$ cat config.mk
export PLATFORM = sky130hd
export DESIGN_NAME = musb_bus_demux_1_2_flat
export DESIGN_NICKNAME = d
export VERILOG_FILES = /design/src/rtl/musb_bus_demux_1_2_pkg.sv /design/src/rtl/musb_bus_demux_1_2_if.sv /design/src/rtl/musb_bus_demux_1_2_watchdog.sv /design/src/rtl/musb_bus_demux_1_2.sv /design/src/flat_wrapper.sv
export SDC_FILE = /design/constraint.sdc
export NUM_CORES = 1
export LEC_CHECK = 0
export BUFFER_PORTS_ARGS = -buffer_cell sky130_fd_sc_hd__buf_2
export CAP_MARGIN = 20
export CORE_AREA = 2 2 121 123
export DETAILED_ROUTE_END_ITERATION = 10
export DIE_AREA = 0 0 123 125
export GPL_TIMING_DRIVEN = 0
export PLACE_DENSITY = 0.7
export REMOVE_ABC_BUFFERS = 1
export SLEW_MARGIN = 20
export SYNTH_ARGS = -nofsm -noshare
export SYNTH_HDL_FRONTEND = slang
export SYNTH_SLANG_ARGS = --single-unit
export TNS_END_PERCENT = 30
$ cat constraint.sdc
create_clock -name clk -period 2.45 [get_ports clk]
set_clock_uncertainty 0.2 [all_clocks]
set_input_delay 0.3675 -clock clk [delete_from_list [all_inputs] [get_ports clk]]
set_output_delay 0.3675 -clock clk [all_outputs]
set_load 0.05 [all_outputs]
$ cat src/rtl/musb_bus_demux_1_2_pkg.sv
// -----------------------------------------------------------------------------
// musb_bus_demux_1_2_pkg
//   Shared constants for the CPU data-port demultiplexer and the bus bridges
//   that reuse its watchdog.
//   - FSM state encodings (IDLE/BUSY0/BUSY1/RESP).
//   - Default slave1 decode window, also consumed by the address-map checker.
//   - Watchdog counter width helper.
// -----------------------------------------------------------------------------
package musb_bus_demux_1_2_pkg;

    // Handshake FSM encodings. Kept as plain 2-bit constants so that
    // older bridges comparing raw state values keep working.
    localparam logic [1:0] ST_IDLE  = 2'd0;
    localparam logic [1:0] ST_BUSY0 = 2'd1;
    localparam logic [1:0] ST_BUSY1 = 2'd2;
    localparam logic [1:0] ST_RESP  = 2'd3;

    // Default I/O window: anything in 0x11xx_xxxx goes to slave1.
    localparam logic [31:0] DEF_S1_BASE = 32'h1100_0000;
    localparam logic [31:0] DEF_S1_MASK = 32'hFF00_0000;
    localparam int unsigned DEF_TIMEOUT = 255;

    // Which downstream slave a request targets.
    typedef enum logic {
        TGT_MEM = 1'b0,
        TGT_IO  = 1'b1
    } target_e;

    // Counter width able to hold TIMEOUT; a disabled watchdog (0) still
    // gets a 1-bit counter so the port list never collapses to zero width.
    function automatic int unsigned wd_width(input int unsigned timeout);
        if (timeout == 0) begin
            return 1;
        end
        return $clog2(timeout + 1);
    endfunction

endpackage

$ cat src/rtl/musb_bus_demux_1_2_if.sv
// -----------------------------------------------------------------------------
// musb_bus_demux_1_2_if
//   Simple request/ready memory bus used on both sides of the demux.
//   Request : enable, addr, wdata, we, be  (initiator -> target)
//   Response: ready, rdata, error          (target -> initiator)
//   Modports:
//     master - initiator view (drives the request, observes ready/rdata).
//     slave  - target view (observes the request, drives the response,
//              including error for targets that can report one).
// -----------------------------------------------------------------------------
interface musb_bus_demux_1_2_if #(
    parameter int ADDR = 32,
    parameter int DATA = 32
);
    logic                enable;
    logic [ADDR-1:0]     addr;
    logic [DATA-1:0]     wdata;
    logic                we;
    logic [DATA/8-1:0]   be;
    logic                ready;
    logic [DATA-1:0]     rdata;
    logic                error;

    // Downstream memories/peripherals never report errors, so the
    // initiator view does not take one.
    modport master (
        output enable, addr, wdata, we, be,
        input  ready, rdata
    );

    modport slave (
        input  enable, addr, wdata, we, be,
        output ready, rdata, error
    );
endinterface

$ cat src/rtl/musb_bus_demux_1_2_watchdog.sv
// -----------------------------------------------------------------------------
// musb_bus_watchdog
//   Saturating cycle counter with a terminal-count flag, used to abort
//   transactions whose target never answers.
//   Ports:
//     clk    in  clock, rising edge
//     rst_n  in  asynchronous active-low reset (counter -> 0)
//     clr_i  in  clear the counter (takes priority over en_i)
//     en_i   in  count this cycle
//     tc_o   out high while counting and the count equals TIMEOUT-1
//   TIMEOUT = 0 disables the watchdog: the counter stays frozen at 0 and
//   tc_o never asserts.
// -----------------------------------------------------------------------------
module musb_bus_watchdog
    import musb_bus_demux_1_2_pkg::*;
#(
    parameter int unsigned TIMEOUT = DEF_TIMEOUT
) (
    input  logic clk,
    input  logic rst_n,
    input  logic clr_i,
    input  logic en_i,
    output logic tc_o
);

    localparam int unsigned CW     = wd_width(TIMEOUT);
    localparam bit          WD_ON  = (TIMEOUT != 0);
    localparam int unsigned TC_INT = WD_ON ? TIMEOUT - 1 : 0;
    localparam logic [CW-1:0] TC_VAL = CW'(TC_INT);

    logic [CW-1:0] cnt_q;
    logic [CW-1:0] cnt_d;

    always_comb begin
        cnt_d = cnt_q;
        if (clr_i) begin
            cnt_d = '0;
        end else if (WD_ON && en_i && (cnt_q != '1)) begin
            cnt_d = cnt_q + 1'b1;
        end
    end

    always_ff @(posedge clk or negedge rst_n) begin
        if (!rst_n) begin
            cnt_q <= '0;
        end else begin
            cnt_q <= cnt_d;
        end
    end

    assign tc_o = WD_ON && en_i && (cnt_q == TC_VAL);

endmodule

$ cat src/rtl/musb_bus_demux_1_2.sv
// -----------------------------------------------------------------------------
// musb_bus_demux_1_2
//   Routes the CPU data port to either memory (slave0) or the I/O region
//   (slave1). The slave is chosen by address decode when the request is
//   accepted; the request payload is registered once and presented to both
//   slaves, only the selected slave sees its enable.
//   Every transaction walks IDLE -> BUSYn -> RESP -> IDLE; RESP produces a
//   one-cycle m_ready with the captured read data, or with error set when
//   the watchdog expired first.
//   Ports:
//     clk    in   clock, rising edge
//     rst_n  in   asynchronous active-low reset; drops any transaction
//     m_if   slave modport  - CPU side (enable/addr/wdata/we/be in,
//                             ready/rdata/error out)
//     s0_if  master modport - memory side (registered request out,
//                             ready/rdata in)
//     s1_if  master modport - I/O side, same as s0_if
// -----------------------------------------------------------------------------
module musb_bus_demux_1_2
    import musb_bus_demux_1_2_pkg::*;
#(
    parameter int unsigned      ADDR    = 32,
    parameter int unsigned      DATA    = 32,
    parameter logic [ADDR-1:0]  S1_BASE = ADDR'(DEF_S1_BASE),
    parameter logic [ADDR-1:0]  S1_MASK = ADDR'(DEF_S1_MASK),
    parameter int unsigned      TIMEOUT = DEF_TIMEOUT
) (
    input  logic                   clk,
    input  logic                   rst_n,
    musb_bus_demux_1_2_if.slave    m_if,
    musb_bus_demux_1_2_if.master   s0_if,
    musb_bus_demux_1_2_if.master   s1_if
);

    localparam int unsigned BE_W = DATA / 8;

    // ---------------------------------------------------------------- state
    logic [1:0]        state_q,  state_d;
    logic [1:0]        s_en_q,   s_en_d;     // bit n = slave n enable
    logic [ADDR-1:0]   addr_q,   addr_d;
    logic [DATA-1:0]   wdata_q,  wdata_d;
    logic              we_q,     we_d;
    logic [BE_W-1:0]   be_q,     be_d;
    logic [DATA-1:0]   rdata_q,  rdata_d;
    logic              err_q,    err_d;

    // ------------------------------------------------- slave response view
    logic [1:0]        s_ready;
    logic [DATA-1:0]   s_rdata [2];

    assign s_ready[0] = s0_if.ready;
    assign s_ready[1] = s1_if.ready;
    assign s_rdata[0] = s0_if.rdata;
    assign s_rdata[1] = s1_if.rdata;

    // ---------------------------------------------------------- decode etc.
    target_e tgt;
    logic    accept;
    logic    busy;
    logic    cur;          // slave currently being served while busy
    logic    hit_ready;    // selected slave answered this cycle
    logic    wd_tc;

    assign tgt       = ((m_if.addr & S1_MASK) == S1_BASE) ? TGT_IO : TGT_MEM;
    assign accept    = (state_q == ST_IDLE) && m_if.enable;
    assign busy      = (state_q == ST_BUSY0) || (state_q == ST_BUSY1);
    assign cur       = (state_q == ST_BUSY1);
    // Only the slave being served is looked at; the other one's ready
    // (and any ready outside BUSYn) is ignored.
    assign hit_ready = busy && s_ready[cur];

    musb_bus_watchdog #(
        .TIMEOUT (TIMEOUT)
    ) u_watchdog (
        .clk   (clk),
        .rst_n (rst_n),
        .clr_i (accept),
        .en_i  (busy),
        .tc_o  (wd_tc)
    );

    // ------------------------------------------------------ next-state logic
    always_comb begin
        state_d = state_q;
        s_en_d  = s_en_q;
        addr_d  = addr_q;
        wdata_d = wdata_q;
        we_d    = we_q;
        be_d    = be_q;
        rdata_d = rdata_q;
        err_d   = err_q;

        case (state_q)
            ST_IDLE: begin
                if (m_if.enable) begin
                    addr_d  = m_if.addr;
                    wdata_d = m_if.wdata;
                    we_d    = m_if.we;
                    be_d    = m_if.be;
                    if (tgt == TGT_IO) begin
                        state_d = ST_BUSY1;
                        s_en_d  = 2'b10;
                    end else begin
                        state_d = ST_BUSY0;
                        s_en_d  = 2'b01;
                    end
                end
            end

            ST_BUSY0, ST_BUSY1: begin
                // Ready is checked first so a response landing in the
                // terminal-count cycle still completes without error.
                if (hit_ready) begin
                    state_d = ST_RESP;
                    s_en_d  = 2'b00;
                    rdata_d = we_q ? '0 : s_rdata[cur];
                    err_d   = 1'b0;
                end else if (wd_tc) begin
                    state_d = ST_RESP;
                    s_en_d  = 2'b00;
                    rdata_d = '0;
                    err_d   = 1'b1;
                end
            end

            ST_RESP: begin
                state_d = ST_IDLE;
                rdata_d = '0;
                err_d   = 1'b0;
            end

            default: begin
                state_d = ST_IDLE;
                s_en_d  = 2'b00;
            end
        endcase
    end

    // --------------------------------------------------------------- registers
    always_ff @(posedge clk or negedge rst_n) begin
        if (!rst_n) begin
            state_q <= ST_IDLE;
            s_en_q  <= 2'b00;
            addr_q  <= '0;
            wdata_q <= '0;
            we_q    <= 1'b0;
            be_q    <= '0;
            rdata_q <= '0;
            err_q   <= 1'b0;
        end else begin
            state_q <= state_d;
            s_en_q  <= s_en_d;
            addr_q  <= addr_d;
            wdata_q <= wdata_d;
            we_q    <= we_d;
            be_q    <= be_d;
            rdata_q <= rdata_d;
            err_q   <= err_d;
        end
    end

    // ----------------------------------------------------------------- outputs
    assign m_if.ready = (state_q == ST_RESP);
    assign m_if.rdata = rdata_q;
    assign m_if.error = err_q;

    // Both slaves share one payload register set.
    assign s0_if.enable = s_en_q[0];
    assign s0_if.addr   = addr_q;
    assign s0_if.wdata  = wdata_q;
    assign s0_if.we     = we_q;
    assign s0_if.be     = be_q;

    assign s1_if.enable = s_en_q[1];
    assign s1_if.addr   = addr_q;
    assign s1_if.wdata  = wdata_q;
    assign s1_if.we     = we_q;
    assign s1_if.be     = be_q;

endmodule

$ cat src/flat_wrapper.sv
// flat-port wrapper written by rule: the top's interface ports become plain ports
module musb_bus_demux_1_2_flat import musb_bus_demux_1_2_pkg::*;
#(
    parameter int unsigned      ADDR    = 32,
    parameter int unsigned      DATA    = 32,
    parameter logic [ADDR-1:0]  S1_BASE = ADDR'(DEF_S1_BASE),
    parameter logic [ADDR-1:0]  S1_MASK = ADDR'(DEF_S1_MASK),
    parameter int unsigned      TIMEOUT = DEF_TIMEOUT
)
  (clk, rst_n, m_if_enable, m_if_addr, m_if_wdata, m_if_we, m_if_be, m_if_ready, m_if_rdata, m_if_error, s0_if_enable, s0_if_addr, s0_if_wdata, s0_if_we, s0_if_be, s0_if_ready, s0_if_rdata, s1_if_enable, s1_if_addr, s1_if_wdata, s1_if_we, s1_if_be, s1_if_ready, s1_if_rdata);
  musb_bus_demux_1_2_if #(.ADDR(ADDR), .DATA(DATA)) m_if_i ();
  musb_bus_demux_1_2_if #(.ADDR(ADDR), .DATA(DATA)) s0_if_i ();
  musb_bus_demux_1_2_if #(.ADDR(ADDR), .DATA(DATA)) s1_if_i ();
  input  logic clk;
  input  logic rst_n;
  input wire logic [$bits(m_if_i.enable)-1:0] m_if_enable;
  input wire logic [$bits(m_if_i.addr)-1:0] m_if_addr;
  input wire logic [$bits(m_if_i.wdata)-1:0] m_if_wdata;
  input wire logic [$bits(m_if_i.we)-1:0] m_if_we;
  input wire logic [$bits(m_if_i.be)-1:0] m_if_be;
  output wire logic [$bits(m_if_i.ready)-1:0] m_if_ready;
  output wire logic [$bits(m_if_i.rdata)-1:0] m_if_rdata;
  output wire logic [$bits(m_if_i.error)-1:0] m_if_error;
  output wire logic [$bits(s0_if_i.enable)-1:0] s0_if_enable;
  output wire logic [$bits(s0_if_i.addr)-1:0] s0_if_addr;
  output wire logic [$bits(s0_if_i.wdata)-1:0] s0_if_wdata;
  output wire logic [$bits(s0_if_i.we)-1:0] s0_if_we;
  output wire logic [$bits(s0_if_i.be)-1:0] s0_if_be;
  input wire logic [$bits(s0_if_i.ready)-1:0] s0_if_ready;
  input wire logic [$bits(s0_if_i.rdata)-1:0] s0_if_rdata;
  output wire logic [$bits(s1_if_i.enable)-1:0] s1_if_enable;
  output wire logic [$bits(s1_if_i.addr)-1:0] s1_if_addr;
  output wire logic [$bits(s1_if_i.wdata)-1:0] s1_if_wdata;
  output wire logic [$bits(s1_if_i.we)-1:0] s1_if_we;
  output wire logic [$bits(s1_if_i.be)-1:0] s1_if_be;
  input wire logic [$bits(s1_if_i.ready)-1:0] s1_if_ready;
  input wire logic [$bits(s1_if_i.rdata)-1:0] s1_if_rdata;
  assign m_if_i.enable = m_if_enable;
  assign m_if_i.addr = m_if_addr;
  assign m_if_i.wdata = m_if_wdata;
  assign m_if_i.we = m_if_we;
  assign m_if_i.be = m_if_be;
  assign m_if_ready = m_if_i.ready;
  assign m_if_rdata = m_if_i.rdata;
  assign m_if_error = m_if_i.error;
  assign s0_if_enable = s0_if_i.enable;
  assign s0_if_addr = s0_if_i.addr;
  assign s0_if_wdata = s0_if_i.wdata;
  assign s0_if_we = s0_if_i.we;
  assign s0_if_be = s0_if_i.be;
  assign s0_if_i.ready = s0_if_ready;
  assign s0_if_i.rdata = s0_if_rdata;
  assign s1_if_enable = s1_if_i.enable;
  assign s1_if_addr = s1_if_i.addr;
  assign s1_if_wdata = s1_if_i.wdata;
  assign s1_if_we = s1_if_i.we;
  assign s1_if_be = s1_if_i.be;
  assign s1_if_i.ready = s1_if_ready;
  assign s1_if_i.rdata = s1_if_rdata;
  musb_bus_demux_1_2 #(.ADDR(ADDR), .DATA(DATA), .S1_BASE(S1_BASE), .S1_MASK(S1_MASK), .TIMEOUT(TIMEOUT)) u_core (.clk(clk), .rst_n(rst_n), .m_if(m_if_i), .s0_if(s0_if_i), .s1_if(s1_if_i));
endmodule
==> flow_summary.toml, run 1 <==
[synth]
synth_cell_type_count = 39
synth_top_area_cell = "dfrtp_1"
synth.top_cell.area_share = 0.517
synth_top_family_by_area = "simple AND/OR/NAND/NOR gates"
synth_area_leaders = "dfrtp_1, nand2_1, buf_4, mux2i_1, o31ai_1"
syn_avg_cell_area_sq_um = 9.41
synth_compound_area_frac = 0.100
synthMuxAreaShare = 0.0655
yosysMostFrequentCell = "nand2_1"
synthFlopType = "dfrtp_1"
async_flop_share = 1.00
synth_fa_ha_area_frac = 0.0136
synthCells = 587
synth_seq_cells = 114
synth_edf_count = 0
synth_common_cells = "nand2_1, dfrtp_1, buf_4"
synth_seq_area_share = 0.517
synth-xor-area-share = 0.00634
yosys.area_share.simple = 0.167
yosysWarnings = 0
synthesis.area_sq_mm = 0.00552

[placement]
gp_congestion = 0.772
port_buffers = 311
dp_hpwl_um = 10500
place_area_sq_mm = 0.00673

[grt]
grt_pass1_vias = 4893
met1_usage = 0.268
busiest_layer = "met2"
track_usage = 0.206
gr-total-overflow = 0
grt_max_degree = 59
use_met3 = 0.0488
antenna_found_initial = 0
gr-usage-met2 = 0.338
grt_pass1_wl_um = 24800

[floorplanning]
dieArea_sq_mm = 0.0154
chipHeight_um = 125
ioPinCount = 312
initial_utilization = 0.389
core_region_area_sq_mm = 0.0142
rows = 44
die_w_um = 123

[critical_path]
cp_slowest_stage_delay_ns = 0.47
critPathArrivalTime_ns = 2.35
cp_slowest_cell = "ha_2"
timing.critical_path.mode_cell = "inv_1"
r2r-start = "u_core.state_q[1]"
path_class = "register to register"
start_kind = "register"
required_ns = 2.55
endpoint_kind = "register"
cp_max_fo = 21
path_cells = "inv_1 -> ha_2 -> inv_1 -> nor2_2 -> nand2_4 -> buf_8 -> o31ai_1"
startpoint = "u_core.state_q[1]"
r2r_end = "u_core.m_if.rdata[12]"
ff2ff_setup_slack_ns = 0.21
r2r_cells = 7

[cts]
clk_path_buf_depth = 2
clk_pin_slew_ns = 0.05
root_buffer = "clkbuf_16"
cts_tree = "done"
numClockSinks = 114
cts-buffers-inserted = 17
clock_latency_ns = 0.40
htree_levels = 4

[sta]
rsz0062_at_grt = "no"
max_freq_mhz = 446
setup_viol = 0
hold_violations = 0
period_minus_slack_ns = 2.24
worstMarginPinSlew_ns = 0.651
slew_headroom = 0.566
drv_slew = 0
timing.final.crit_share = 0.915
whs_ns = 0.0365

[detailed_routing]
drc = 0
wirelength_um = 15900
final_antenna_net_count = 0
viasPerCell = 4.70
drtPass1Iterations = 5
drt_iter0_markers = 274
vias = 5115
drt-wirelength-per-cell_um = 14.6

[finish]
nNetsFinal = 1035
layout-drive-gt1-share = 0.406
finalInstanceArea_sq_mm = 0.00808
area_growth_pct = 46.2
diodes = 0

[job]
drv_cap = 0

[run_status]
status = "completed"

[worst_hold_path]
hp-start = "m_if_addr[25]"
min_to = "u_core.s0_if.addr[25]"
worstHoldPathType = "input port to register"
hold_depth = 3
-- critical path, delay by kind of cell, from the launching register on --
kind | cells | cell delay [ns]
AND/OR/NAND/NOR | 2 | 0.37
flip-flops | 1 | 0.41
buffers and inverters | 3 | 0.43
adder cells (fa/ha/maj) | 1 | 0.47
AO/OA/AOI/OAI | 1 | 0.26
-- per-stage QoR --
| stage | instances | util | setup TNS, ns | worst slack (ns) |
|---|---|---|---|---|
| 2_1_floorplan | 483 | - | -37.65 | -1.06 |
| 3_3_place_gp | 978 | 0.465 | -202.79 | -1.89 |
| 3_5_place_dp | 983 | 0.474 | -23.65 | -0.736 |
| 4_1_cts | 1087 | 0.567 | 0 | 0.0664 |
| 5_1_grt | 1088 | 0.569 | 0 | 0.0610 |
| 6_report | 1088 | 0.569 | 0 | 0.208 |
-- per-layer routing --
layer / up-vias / wire [um]
met3: 24 / 848
met5: - / 0
met2: 200 / 7990
li1: 2469 / -
met1: 2422 / 6740
met4: 0 / 303
-- cells by family after synthesis --
family / Yosys count
buffers and inverters: 110
AO/OA/AOI/OAI: 83
adder cells (fa/ha/maj): 6
multiplexers: 36
flip-flops: 114
XOR/XNOR: 4
AND/OR/NAND/NOR: 234
-- flip-flops by register name (all words and copies together) (netlist names) --
register,flops
u_core.s0_if.be,4
u_core.s_en_q,2
u_core.s0_if.we,1
u_core.s0_if.wdata,32
u_core.state_q,2
u_core.m_if.rdata,32
u_core.u_watchdog.cnt_q,8
u_core.m_if.error,1
u_core.s0_if.addr,32
-- cells in the final DEF, fill, tap and decap left out, drive strengths merged, types with 3 or more instances in the layout --
master       count
a21oi            3
buf            319
clkbuf          19
clkinv           6
clkinvlp         4
dfrtp          114
dlygate4sd3     69
ha               6
inv              7
mux2i           35
nand2          212
nand3            3
nor2             9
o21ai           35
o31ai           33
xnor2            3
-- area by class of cell --
class                   instances  area [sq um]
clock inverters                13           136
multi-input cells             364          2010
repair buffers                388          2380
fillers                      1242          6130
clock buffers                  19           443
well taps                     184           230
flip-flops and latches        114          2850
inverters                       6          22.5
-- how the worst max path moves through the flow --
stage / depth (start not counted) / endpoint / slack (ns)
2_1_floorplan: 6 / u_core.m_if.rdata[0] / -1.06
3_3_place_gp: 6 / u_core.m_if.rdata[21] / -1.89
3_5_place_dp: 6 / u_core.m_if.rdata[17] / -0.74
4_1_cts: 6 / u_core.state_q[0] / 0.07
5_1_grt: 7 / u_core.m_if.rdata[21] / 0.06
6_report: 7 / u_core.m_if.rdata[12] / 0.21
-- repair_timing --
action / CTS / global route
hold buffers: 69 / 0
setup buffers: 2 / 1
gates cloned: 1 / 0
endpoints found under the hold margin: 124 / 0
pin swaps: 0 / 1
resized for setup: 7 / 3
setup endpoints to repair: 35 / 30
Power of run 1 is left out: the tool's default activity adds up to more than one toggle a clock period on the data nets, which glitch-free logic cannot reach.
==> run 2, diff against run 1 <==
Settings changed: RECOVER_POWER set to 100.
==> run 2 against run 1 <==
Routed wire length is 0.30% higher. Design area down 3.0%. Critical endpoint is now u_core.state_q[0]. Sequential share of layout area grew 1.1 points. Die area unchanged. Flip-flop and latch count unchanged. Via count is essentially flat.
==> flow_summary.toml, run 2 (synthesized netlist as in run 1, its figures left out) <==
[run_status]
status = "completed"

[finish]
layout_commonest_cell = "nand2_1"
seq_area_sq_mm = 0.00285
final_cell_mix = "nand2_1, clkbuf_1, buf_2"
nNetsFinal = 1035
fin_cells = 1088
diodes = 0
fillers = 1359
area_growth_pct = 41.9
fin_util = 0.552
layout-drive-gt1-share = 0.212
multi_input_area_sq_mm = 0.00200

[critical_path]
cp_top_family = "multiplexers"
critPathArrivalTime_ns = 2.39
path_cells = "inv_1 -> ha_4 -> mux2i_4 -> o311a_1 -> o21bai_1 -> mux2_2"
ff2ff_setup_slack_ns = 0.15
required_ns = 2.54
path_class = "register to register"
start_kind = "register"
cp_slowest_cell = "dfrtp_1"
cp_max_fo = 4
r2r_end = "u_core.state_q[0]"
r2r-start = "u_core.state_q[0]"
cp_slowest_stage_delay_ns = 0.39
crit_buf_inv = 1
r2r_cells = 6
endpoint_kind = "register"

[worst_hold_path]
worstHoldPathType = "input port to register"
hp-start = "m_if_addr[25]"
hold_depth = 3
min_to = "u_core.s0_if.addr[25]"

[sta]
worstMarginPinSlew_ns = 1.48
setup_viol = 0
drv_slew = 0
timing.final.crit_share = 0.937
whs_ns = 0.0367
hold_violations = 0
slew_headroom = 0.0133
max_freq_mhz = 436
period_minus_slack_ns = 2.30
rsz0062_at_grt = "no"

[detailed_routing]
drtPass1Iterations = 4
drt-wirelength-per-cell_um = 14.6
final_antenna_net_count = 0
drt_iter0_markers = 272
wirelength_um = 15900
vias = 5110
viasPerCell = 4.70
drc = 0

[floorplanning]
dieArea_sq_mm = 0.0154
ioPinCount = 312
initial_utilization = 0.389
chipHeight_um = 125
rows = 44
die_w_um = 123
core_region_area_sq_mm = 0.0142

[placement]
dp_hpwl_um = 10500
port_buffers = 311
gp_congestion = 0.772
dpl.cell_count = 983

[grt]
grt_max_degree = 59
grt_pass1_vias = 4893
grt_pass1_wl_um = 24800
gr-total-overflow = 0
track_usage = 0.206
antenna_found_initial = 0

[job]
drv_cap = 0

[cts]
clk_path_buf_depth = 2
cts-buffers-inserted = 17
numClockSinks = 114
cts_tree = "done"
htree_levels = 4
clk_pin_slew_ns = 0.05
clock_latency_ns = 0.40
root_buffer = "clkbuf_16"
## run 2: cell type report
cell class              count  share of cell area
clock inverters            13              0.0174
flip-flops and latches    114               0.364
clock buffers              19              0.0565
inverters                   6             0.00287
repair buffers            388               0.275
multi-input cells         364               0.255
well taps                 184              0.0294
## run 2: worst reg2reg max path, cell delays in order (launching register included)
cell	delay, ns
dfrtp_1	0.39
inv_1	0.14
ha_4	0.18
mux2i_4	0.29
o311a_1	0.33
o21bai_1	0.27
mux2_2	0.38
## run 2: worst max path at each step
| stage | cells past startpoint | slack, ns | endpoint | start |
|---|---|---|---|---|
| floorplan | 6 | -1.06 | u_core.m_if.rdata[0] | u_core.state_q[0] |
| global placement | 6 | -1.89 | u_core.m_if.rdata[21] | u_core.state_q[0] |
| detailed placement | 6 | -0.74 | u_core.m_if.rdata[17] | u_core.state_q[0] |
| CTS | 6 | 0.07 | u_core.state_q[0] | u_core.state_q[0] |
| global route | 6 | 0.03 | u_core.state_q[0] | u_core.state_q[0] |
| finish | 6 | 0.15 | u_core.state_q[0] | u_core.state_q[0] |
## run 2: layer usage
| layer | global-route usage | up-vias | part of all wire |
|---|---|---|---|
| li1 | - | 2469 | - |
| met1 | 0.268 | 2414 | 0.42 |
| met2 | 0.338 | 197 | 0.50 |
| met3 | 0.0488 | 30 | 0.056 |
| met4 | 0.0635 | 0 | 0.023 |
| met5 | 0 | - | 0 |
## run 2: metrics by stage
| stage | instance area [sq um] | setup WS [ns] | TNS, ns |
|---|---|---|---|
| 5_1_grt | 7840 | 0.0338 | 0 |
| 2_1_floorplan | 4820 | -1.06 | -37.65 |
| 4_1_cts | 8050 | 0.0664 | 0 |
| 6_report | 7840 | 0.155 | 0 |
| 3_3_place_gp | 6610 | -1.89 | -202.79 |
| 3_5_place_dp | 6730 | -0.736 | -23.65 |
## run 2: timing repair
action	CTS	global route
pin swaps	0	1
hold buffers	69	0
hold endpoints to repair	124	0
setup buffers	2	1
resized for setup	7	3
setup endpoints to repair	35	30
cloned	1	0
Power of run 2 is left out for the same reason.
